==> config.mk <==
export PLATFORM = sky130hd
export DESIGN_NAME = cdb_broadcast_arbiter
export DESIGN_NICKNAME = d
export VERILOG_FILES = /design/src/rtl/cdb_pkg.sv /design/src/rtl/cdb_broadcast_arbiter_rr_arbiter.sv /design/src/rtl/cdb_broadcast_arbiter.sv
export SDC_FILE = /design/constraint.sdc
export NUM_CORES = 1
export LEC_CHECK = 0
export ABC_CLOCK_PERIOD_IN_PS = 3900
export CAP_MARGIN = 20
export CORE_MARGIN = 2
export CORE_UTILIZATION = 40
export DETAILED_ROUTE_END_ITERATION = 16
export PLACE_DENSITY = 0.74
export SETUP_SLACK_MARGIN = 0.05
export SLEW_MARGIN = 10
export SYNTH_ARGS = -nofsm -noshare
export SYNTH_HDL_FRONTEND = slang
export SYNTH_SLANG_ARGS = --single-unit
==> constraint.sdc <==
create_clock -name clk -period 3.9 [get_ports clk]
set_input_delay 0.39 -clock clk [delete_from_list [all_inputs] [get_ports clk]]
set_output_delay 0.39 -clock clk [all_outputs]
set_load 0.05 [all_outputs]
==> src/rtl/cdb_pkg.sv <==
// Shared CDB definitions: default widths, index-width helper and the bus
// record snooped by the reservation stations and the reorder buffer.
package cdb_pkg;

  localparam int CDB_TAG_W   = 5;
  localparam int CDB_DATA_W  = 32;
  localparam int CDB_MAX_SRC = 8;

  // Never returns 0 so a two-source bus still has a one-bit index.
  function automatic int src_idx_w(input int n);
    return (n <= 2) ? 1 : $clog2(n);
  endfunction

  localparam int CDB_SRC_W = src_idx_w(CDB_MAX_SRC);

  typedef struct packed {
    logic                  valid;
    logic [CDB_TAG_W-1:0]  tag;
    logic [CDB_DATA_W-1:0] data;
    logic [CDB_SRC_W-1:0]  src;
  } cdb_bus_t;

endpackage

==> src/rtl/cdb_broadcast_arbiter_rr_arbiter.sv <==
// Round-robin / fixed-priority single-winner arbiter. Owns the rotation
// pointer, which only advances on an actual grant.
module rr_arbiter
  import cdb_pkg::*;
#(
  parameter int NUM_REQ    = 4,
  parameter bit FIXED_PRIO = 1'b0,
  localparam int IDX_W     = src_idx_w(NUM_REQ)
) (
  input  logic               clk,
  input  logic               rst,
  input  logic [NUM_REQ-1:0] req,
  input  logic               enable,
  output logic [NUM_REQ-1:0] grant,
  output logic [IDX_W-1:0]   grant_idx
);

  logic [IDX_W-1:0] ptr_q, ptr_d;
  logic             found;
  logic [IDX_W-1:0] cand_idx;
  int               base;
  int               cand;

  always_comb begin
    grant     = '0;
    grant_idx = '0;
    found     = 1'b0;
    cand      = 0;
    cand_idx  = '0;
    base      = FIXED_PRIO ? 0 : int'(ptr_q);
    // Search ptr, ptr+1, ... wrapping modulo NUM_REQ; first requester wins.
    for (int k = 0; k < NUM_REQ; k++) begin
      cand = base + k;
      if (cand >= NUM_REQ) cand = cand - NUM_REQ;
      cand_idx = cand[IDX_W-1:0];
      if (!found && req[cand_idx]) begin
        found            = 1'b1;
        grant[cand_idx]  = 1'b1;
        grant_idx        = cand_idx;
      end
    end
    if (!enable) begin
      grant = '0;
      found = 1'b0;
    end

    ptr_d = ptr_q;
    if (!FIXED_PRIO && found) begin
      ptr_d = (grant_idx == IDX_W'(NUM_REQ - 1)) ? '0 : grant_idx + IDX_W'(1);
    end
  end

  always_ff @(posedge clk or posedge rst) begin
    if (rst) ptr_q <= '0;
    else     ptr_q <= ptr_d;
  end

endmodule

==> src/rtl/cdb_broadcast_arbiter.sv <==
// Multi-source common data bus: arbitrate one completed result per cycle
// and broadcast it from a register on the following cycle.
module cdb_broadcast_arbiter
  import cdb_pkg::*;
#(
  parameter int NUM_SRC    = 4,
  parameter int TAG_W      = CDB_TAG_W,
  parameter int DATA_W     = CDB_DATA_W,
  parameter bit FIXED_PRIO = 1'b0,
  localparam int IDX_W     = src_idx_w(NUM_SRC)
) (
  input  logic                      clk,
  input  logic                      rst,
  input  logic [NUM_SRC-1:0]        src_valid,
  input  logic [NUM_SRC*TAG_W-1:0]  src_tag,
  input  logic [NUM_SRC*DATA_W-1:0] src_data,
  output logic [NUM_SRC-1:0]        src_ready,
  input  logic                      flush,
  output logic                      cdb_valid,
  output logic [TAG_W-1:0]          cdb_tag,
  output logic [DATA_W-1:0]         cdb_data,
  output logic [IDX_W-1:0]          cdb_src
);

  logic [TAG_W-1:0]  tag_arr  [NUM_SRC];
  logic [DATA_W-1:0] data_arr [NUM_SRC];

  genvar gi;
  generate
    for (gi = 0; gi < NUM_SRC; gi++) begin : g_unpack
      assign tag_arr[gi]  = src_tag[gi*TAG_W +: TAG_W];
      assign data_arr[gi] = src_data[gi*DATA_W +: DATA_W];
    end
  endgenerate

  logic [NUM_SRC-1:0] grant;
  logic [IDX_W-1:0]   grant_idx;

  rr_arbiter #(
    .NUM_REQ    (NUM_SRC),
    .FIXED_PRIO (FIXED_PRIO)
  ) u_arb (
    .clk       (clk),
    .rst       (rst),
    .req       (src_valid),
    .enable    (~flush),
    .grant     (grant),
    .grant_idx (grant_idx)
  );

  assign src_ready = grant;

  logic              valid_q, valid_d;
  logic [TAG_W-1:0]  tag_q, tag_d;
  logic [DATA_W-1:0] data_q, data_d;
  logic [IDX_W-1:0]  src_q, src_d;

  // Payload holds across idle cycles so snoopers can still read the last tag.
  always_comb begin
    valid_d = |grant;
    tag_d   = tag_q;
    data_d  = data_q;
    src_d   = src_q;
    if (|grant) begin
      tag_d  = tag_arr[grant_idx];
      data_d = data_arr[grant_idx];
      src_d  = grant_idx;
    end
  end

  always_ff @(posedge clk or posedge rst) begin
    if (rst) begin
      valid_q <= 1'b0;
      tag_q   <= '0;
      data_q  <= '0;
      src_q   <= '0;
    end else begin
      valid_q <= valid_d;
      tag_q   <= tag_d;
      data_q  <= data_d;
      src_q   <= src_d;
    end
  end

  assign cdb_valid = valid_q;
  assign cdb_tag   = tag_q;
  assign cdb_data  = data_q;
  assign cdb_src   = src_q;

endmodule

### Yosys cells after proc, flatten, opt, wreduce, memory -nomap -nowiden

Cells that the tools add are included.

| word-level totals | value |
|---|---|
| bits of input ports | 155 |
| output and inout bits | 44 |
| register bits after elaboration | 42 |
| word-level logic and storage cells | 83 |

| operators by class | value |
|---|---|
| order comparisons | 13 |
| multiplexer cells | 41 |
| equal/unequal tests | 1 |
| bitwise operators | 4 |
| reduce and logical (&&, ||, !) cells | 11 |
| add/subtract/negate cells | 8 |

Operators by type and width:

| cell | number |
|---|---|
| $bmux W32 S2 | 1 |
| $mux W32 | 2 |
| $mux W4 | 5 |
| $mux W2 | 9 |
| $mux W1 | 13 |
| $ge A3 B3 Y1 const B | 4 |
| $lt A2 B3 Y1 const B | 4 |
| $or A4 B4 Y4 | 3 |
| $bmux W5 S2 | 1 |
| $mux W5 | 2 |
| $bmux W1 S2 | 4 |
| $demux W1 S2 | 4 |
| $ge A2 B1 Y1 const B | 4 |
| $sub A2 B1 Y2 const B | 4 |
| $logic_and A1 B1 Y1 | 7 |
| $add A2 B2 Y3 const B | 2 |
| $reduce_or A4 Y1 | 1 |
| $add A2 B1 Y3 const B | 1 |
| $ge A2 B3 Y1 const B | 1 |
| $logic_not A1 Y1 | 3 |
| $not A2 Y3 | 1 |
| $add A2 B1 Y2 const B | 1 |
| $eq A2 B2 Y1 const B | 1 |

### Logic depth before layout (Yosys ltp)

Gate-level depths: netlist of run 1.

| depth | value |
|---|---|
| word-level depth | 18 |
| depth in mapped cells | 14 |
| mapped depth without buffers | 8 |

### Modules after synthesis

Synthesis of run 1 repeated with hierarchy kept, for this count alone.

| unflattened totals | value |
|---|---|
| cell total of the unflattened synthesis | 192 |
| area total of the unflattened synthesis | 2921.6 µm² |

Modules (own cells, without submodules):

| module | times used | area an instance (µm²) | cells each | sequential area each (µm²) |
|---|---|---|---|---|
| cdb_broadcast_arbiter | 1 | 2368.5 | 132 | 1001.0 |
| rr_arbiter | 1 | 553.0 | 60 | 50.0 |

### Least setup slack after synthesis of run 1

OpenSTA, ideal clock, no wires.

| timing path | value |
|---|---|
| path kind | reg2out |
| start point | register u_arb.ptr_q[0] |
| end point | output src_ready[2] |
| buffers on the path | 4 |
| required time | 3.510 ns |
| cell stages (with the launch flop) | 12 |
| path slack | 0.165 ns |
| arrival | 3.345 ns |
| path through | dfrtp_1 buf_4 clkbuf_1 inv_1 ha_1 clkbuf_1 mux4_2 nor2b_1 buf_2 a22o_1 mux2i_1 a21oi_1 |

| between the ends | value |
|---|---|
| cells in the longest elaborated chain, start to end | 15 |
| elaborated cells between the ends (all ways) | 60 |
| those cells by class | 7 x add/sub; 12 x order compare; 28 x mux; 3 x bitwise; 10 x reduce/logical |

RTL lines:

| element | line | text |
|---|---|---|
| start, declared | cdb_broadcast_arbiter_rr_arbiter.sv:18 | `logic [IDX_W-1:0] ptr_q, ptr_d;` |
| start signal, assigned | cdb_broadcast_arbiter_rr_arbiter.sv:55 | `else ptr_q <= ptr_d;` |
| branches (longest 13 deep; another with $add A2 B1 Y3) | -- |  |
| $mux W4 * | cdb_broadcast_arbiter_rr_arbiter.sv:36 | `if (!found && req[cand_idx]) begin` |
| $mux W4 * | cdb_broadcast_arbiter_rr_arbiter.sv:42 | `if (!enable) begin` |
| end, declared | cdb_broadcast_arbiter.sv:17 | `output logic [NUM_SRC-1:0] src_ready,` |

Mark *: on every way between the ends. The select of a mux whose other input is x is not followed.

### Worst setup path after layout of run 1

| timing path | value |
|---|---|
| start point | register u_arb.ptr_q[1] |
| end point | output src_ready[1] |

Same word-level chain as after synthesis.

==> reports/summary.txt, run 1 <==
Peak supply drop - 0.4451 mV
Finished Core Util - 0.6087
crit path to - src_ready[1]
Least-Margin Pin Slew - 0.9193 ns
Clock Sinks - 42
unrepaired setup endpoints after global routing - no
Crit Path Class - register to output pin
post-synth top area cell - o211ai_1
DIE AREA - 0.01284 mm^2
CTS tree - done
Total Nets Final - 910
first-pass GRT wire length - 28.43 mm
Post-Route WL - 17.42 mm
clk_lat worst skew - 0.28 ns
clock-pin slew on the worst setup and hold paths - 0.06 ns
Avg Cell Area, Syn - 7.876 um^2
commonest non-fill, non-tap cell in the layout - clkdlybuf4s50_1
Worst R2R Setup Slack - 0.43 ns
PwrDens - 942.8 mW/mm^2
vias - 5584
initial antenna violation count - 0
H-tree depth - 2
Synth Register Bits - 42
I/O pin cnt - 199
setup bufs post-CTS - 0
sequential cell area - 0.001052 mm^2
Core Area - 0.01156 mm^2
Tmin final - 3.475 ns
final hold slack - 0.5181 ns
Final setup viols - 0
sequential share of the synthesized area - 0.2198
period utilization - 0.8910
ys flop type - dfrtp_1
Congestion Overflow GR - 0
CP Max Fanout - 9
most frequent cells in the layout - 194 x clkdlybuf4s50_1, 145 x o211ai_1, 78 x o21ai_0
max frequency - 0.2878 GHz
Worst Setup SP - u_arb.ptr_q[1]$_DFFE_PP0P_
Hold WC Path Type - register to register
multi-input logic area - 0.003274 mm^2
syn nets - 770
Hold Vio Cnt, Final - 0
Post-Syn Instances - 607
max-slew violations - 0
Yosys top cell area share - 0.2277
Core Rows - 39
Post-synth EDFFs - 0
Pre-antenna DRT Iters - 7
CP Launch Type - register
top post-synthesis cells by area - o211ai_1 23%, dfrtp_1 22%, mux2i_1 16%
R2R cell count - 8
DRC errors left - 0
Max Cap Violations - 0
FF-to-FF End - cdb_data[19]$_DFFE_PP0P_
worst slack, placed - 0.4388 ns
Inserted Diodes - 0
largest net degree at the start of global routing - 84
Pleak - 0.002746 uW
initial drt markers - 552
Crit. End Element - output pin
worst endpoint data arrival time - 3.08 ns
clock skew - 0.005079 ns
Req. time, crit path - 3.51 ns
unique cell type count in the Yosys netlist - 41
setup ws final - 0.4251 ns
mapped cell area - 0.004781 mm^2
layout cells sized above 1 - 0.06417
CTS Buffer Depth - 2
YS warnings - 0
HPWL after detailed placement - 12.06 mm
height of the die - 113.3 um
vias in the first global route - 5595
post-detailed-route count of antenna-violating nets - 0
cts bufs inserted - 5
Port Buffers - 198
status - finished, final reports clean
Total Neg Setup Slack - 0 ns
Top Metal Used - met4
Initial Util - 0.4134
die width - 113.3 um
FF-to-FF Start - u_arb.ptr_q[1]$_DFFE_PP0P_
relative slew slack - 0.3862
WL met2 - 8.553 mm
# fillers - 1033
WL met1 - 7.302 mm
vias per inst - 6.267
Final GP Congestion - 0.9818
met3 WL - 1.091 mm
CTS resizes - 0
CTS root buffer - clkbuf_16
# hold bufs at CTS - 0
Area Overhead vs Synth - 47.24%
total track usage - 0.2695
average wire per standard cell - 19.55 um
asr flop ratio synth - 1.000
==> synthesized netlist by cell type, types with 2 or more instances <==
cell	n
buf_4	5
a21o_1	2
o21a_1	2
nor4_1	2
nor3_1	2
a21oi_1	2
o211ai_1	145
clkbuf_1	63
mux2_2	2
buf_2	11
nor2_1	8
nand2_1	8
nor2b_1	5
or3_1	2
inv_1	40
nand3_1	74
ha_1	8
mux2_4	3
a221oi_1	2
dfrtp_1	42
mux2i_1	77
a22o_1	2
mux4_2	4
o21ai_0	78
nand2b_1	2
==> critical path: stages, from the launching register on <==
cell and delay (ns):
dfrtp_1 0.55, inv_1 0.20, ha_1 0.49, mux4_2 0.49, nor4b_4 0.48, nand2_1 0.09, o21ai_0 0.09, nor2b_1 0.26
buf_12 0.17
==> metal layers <==
layer,track usage,vias to the layer above
met5,0,-
met4,0.09675,0
met3,0.03160,34
met2,0.4591,272
met1,0.3526,2689
li1,-,2589
==> worst min-delay path by stage <==
stage	startpoint	cells past startpoint	slack [ns]	to
after floorplan	flush	2	0.58	u_arb.ptr_q[1]$_DFFE_PP0P_
after global placement	cdb_src[1]$_DFFE_PP0P_	1	0.50	cdb_src[1]$_DFFE_PP0P_
after detailed placement	cdb_src[1]$_DFFE_PP0P_	1	0.51	cdb_src[1]$_DFFE_PP0P_
after CTS	cdb_src[1]$_DFFE_PP0P_	1	0.52	cdb_src[1]$_DFFE_PP0P_
after global routing	cdb_src[1]$_DFFE_PP0P_	1	0.55	cdb_src[1]$_DFFE_PP0P_
final	cdb_src[1]$_DFFE_PP0P_	1	0.52	cdb_src[1]$_DFFE_PP0P_
==> where the power goes <==
group	internal (uW)	switching (uW)
combinational	2060	3160
clock	384	167
sequential	687	176
total	3130	3500
==> cell type report <==
type | instances | area share
repair buffers | 213 | 0.3103
inverters | 40 | 0.02133
clock buffers | 6 | 0.01973
clock inverters | 2 | 0.008532
well taps | 143 | 0.02542
flip-flops and latches | 42 | 0.1495
multi-input cells | 445 | 0.4652
==> sequential cells by signal, indices dropped and copies added, names as in the netlist <==
| register | cells |
|---|---|
| u_arb.ptr_q | 2 |
| cdb_tag | 5 |
| cdb_valid | 1 |
| cdb_data | 32 |
| cdb_src | 2 |
==> cell families after synthesis <==
family / share of synthesized area
adder cells (fa/ha/maj): 0.02094
XOR/XNOR: 0.001832
buffers and inverters: 0.1026
multiplexers: 0.1942
AND/OR/NAND/NOR: 0.1159
AO/OA/AOI/OAI: 0.3447
flip-flops: 0.2198
==> metrics by stage <==
step | power, uW | instances | area (um^2)
final | 6637 | 891 | 7039
after global routing | 7077 | 891 | 7039
after CTS | 6644 | 891 | 7039
after detailed placement | 6070 | 883 | 6840
after global placement | 5931 | 883 | 6840
after floorplan | 4617 | 607 | 4781
(Power assumes the default switching activity.)
==> run 2: changes to the inputs <==
--- a/config.mk
+++ b/config.mk
@@ -11,6 +11,7 @@
 export CORE_UTILIZATION = 40
 export DETAILED_ROUTE_END_ITERATION = 16
 export PLACE_DENSITY = 0.74
+export RECOVER_POWER = 25
 export SETUP_SLACK_MARGIN = 0.05
 export SLEW_MARGIN = 10
 export SYNTH_ARGS = -nofsm -noshare
==> reports/summary.txt, run 2 (synthesized netlist as in run 1, its figures left out) <==
Core Area - 0.01156 mm^2 (unchanged)
worst min-delay path startpoint - cdb_src[1]$_DFFE_PP0P_
Least-Margin Pin Slew - 1.667 ns (+0.7475 ns)
commonest non-fill, non-tap cell in the layout - clkdlybuf4s50_1
Sw Share - 0.5280 (about the same)
total track usage - 0.2695 (unchanged)
setup bufs post-CTS - 0 (unchanged)
relative slew slack - -0.1124 (-0.4987)
setup ws final - 0.4309 ns (+0.005806 ns)
status - complete, but fails checks
post-detailed-route count of antenna-violating nets - 0 (unchanged)
violated checks - capacitance limit, slew limit
Pleak - 0.002748 uW (about the same)
Tmin final - 3.469 ns (-0.005806 ns)
unrepaired setup endpoints after global routing - no
Final setup viols - 0 (unchanged)
FF-to-FF Start - u_arb.ptr_q[1]$_DFFE_PP0P_
Worst Setup SP - u_arb.ptr_q[1]$_DFFE_PP0P_
die width - 113.3 um (unchanged)
vias in the first global route - 5595 (unchanged)
Post-Place Cells - 883 (unchanged)
R2R cell count - 8 (unchanged)
largest net degree at the start of global routing - 84 (unchanged)
worst endpoint data arrival time - 3.08 ns (about the same)
Inserted Diodes - 0 (unchanged)
Core Rows - 39 (unchanged)
sequential fraction of design power - 0.130 (about the same)
I/O pin cnt - 199 (unchanged)
PwrDens - 942.8 mW/mm^2 (about the same)
CTS resizes - 0 (unchanged)
clock skew - 0.004912 ns (-0.0001663 ns)
CP Launch Type - register
CTS Buffer Depth - 2 (unchanged)
DRC errors left - 0 (unchanged)
# hold bufs at CTS - 0 (unchanged)
max-slew violations - 43 (+43)
Final GP Congestion - 0.9818 (unchanged)
height of the die - 113.3 um (unchanged)
Cells on Worst Hold Path - 1 (unchanged)
average wire per standard cell - 19.55 um (about the same)
clock-pin slew on the worst setup and hold paths - 0.06 ns (about the same)
Initial Util - 0.4134 (unchanged)
Area Overhead vs Synth - 47.24% (unchanged)
Congestion Overflow GR - 0 (unchanged)
layout cells sized above 1 - 0.06283 (-0.001337)
combinational share of power - 0.787 (about the same)
clk_lat worst skew - 0.28 ns (about the same)
non-filler instance count after layout - 891 (unchanged)
DIE AREA - 0.01284 mm^2 (unchanged)
max frequency - 0.2883 GHz (+0.17%)
Crit. End Element - output pin
Peak supply drop - 0.4452 mV (about the same)
Total Neg Setup Slack - 0 ns (unchanged)
initial antenna violation count - 0 (unchanged)
Port Buffers - 198 (unchanged)
WHS Endpoint - cdb_src[1]$_DFFE_PP0P_
vias - 5598 (+0.25%)
first-pass GRT wire length - 28.43 mm (unchanged)
Hold WC Path Type - register to register
switching power - 3504 uW (about the same)
period utilization - 0.8895 (-0.001489)
initial drt markers - 556 (+0.72%)
H-tree depth - 2 (unchanged)
CTS tree - done
Total Nets Final - 910 (unchanged)
clock share of power - 0.083 (about the same)
CP Max Fanout - 9 (unchanged)
Max Cap Violations - 1 (+1)
Int Pwr - 3133 uW (about the same)
Hold Vio Cnt, Final - 0 (unchanged)
Post-Route WL - 17.42 mm (about the same)
CTS root buffer - clkbuf_16
HPWL after detailed placement - 12.06 mm (unchanged)
Req. time, crit path - 3.51 ns (about the same)
FF-to-FF End - cdb_data[19]$_DFFE_PP0P_
most frequent cells in the layout - 193 x clkdlybuf4s50_1, 145 x o211ai_1, 78 x o21ai_0
vias per inst - 6.283 (+0.25%)
max reg flops - 32 (unchanged)
Crit Path Class - register to output pin
Clock Sinks - 42 (unchanged)
cts bufs inserted - 5 (unchanged)
Finished Core Util - 0.6087 (unchanged)
Pre-antenna DRT Iters - 7 (unchanged)
Worst R2R Setup Slack - 0.44 ns (about the same)
worst slack, placed - 0.4388 ns (unchanged)
[run 2: changes by cell type in the layout (fill, tap and decap cells not counted), sizes merged]
cell,change
clkdlybuf4s50,-1
dlygate4sd3,+1
[run 2: area by class of cell]
class	count	area [um^2]
fillers	1033	4526
multi-input cells	445	3274
repair buffers	213	2185
flip-flops and latches	42	1052
well taps	143	178.9
inverters	40	150.1
clock buffers	6	138.9
clock inverters	2	60.06
[run 2: power groups by stage]
stage / logic [uW] / registers [uW] / clock network, uW
after detailed placement: 5200 / 867 / 0
after CTS: 5220 / 863 / 565
after floorplan: 3050 / 1570 / 0
after global placement: 5080 / 856 / 0
final: 5220 / 862 / 551
after global routing: 5610 / 891 / 576
[run 2: per-stage QoR]
| step | area (um^2) | power (uW) | hold WS [ns] |
|---|---|---|---|
| finish | 7039 | 6636 | 0.5181 |
| global route | 7039 | 7077 | 0.5468 |
| CTS | 7039 | 6644 | 0.5242 |
| detailed placement | 6840 | 6070 | 0.5105 |
| global placement | 6840 | 5931 | 0.5045 |
| floorplan | 4781 | 4617 | 0.5803 |
[run 2: worst max-delay path by stage]
stage                                     endpoint  cells after the start
after floorplan                       src_ready[2]                     11
after global placement    cdb_data[19]$_DFFE_PP0P_                      7
after detailed placement  cdb_data[19]$_DFFE_PP0P_                      7
after CTS                             src_ready[1]                      8
after global routing                  src_ready[1]                      8
final                                 src_ready[1]                      8
[run 2: critical path, stage by stage (launching register included)]
cell	delay, ns
dfrtp_1	0.55
inv_1	0.20
ha_1	0.49
mux4_2	0.48
nor4b_4	0.48
nand2_1	0.09
o21ai_0	0.09
nor2b_1	0.26
buf_12	0.17
[run 2: per-layer routing]
metal  global-route usage  vias up  routed length, um
met2               0.4591      260               8553
met3              0.03160       36               1032
met1               0.3526     2713               7348
met5                    0        -                  0
met4              0.09675        0                486
li1                     -     2589                  -
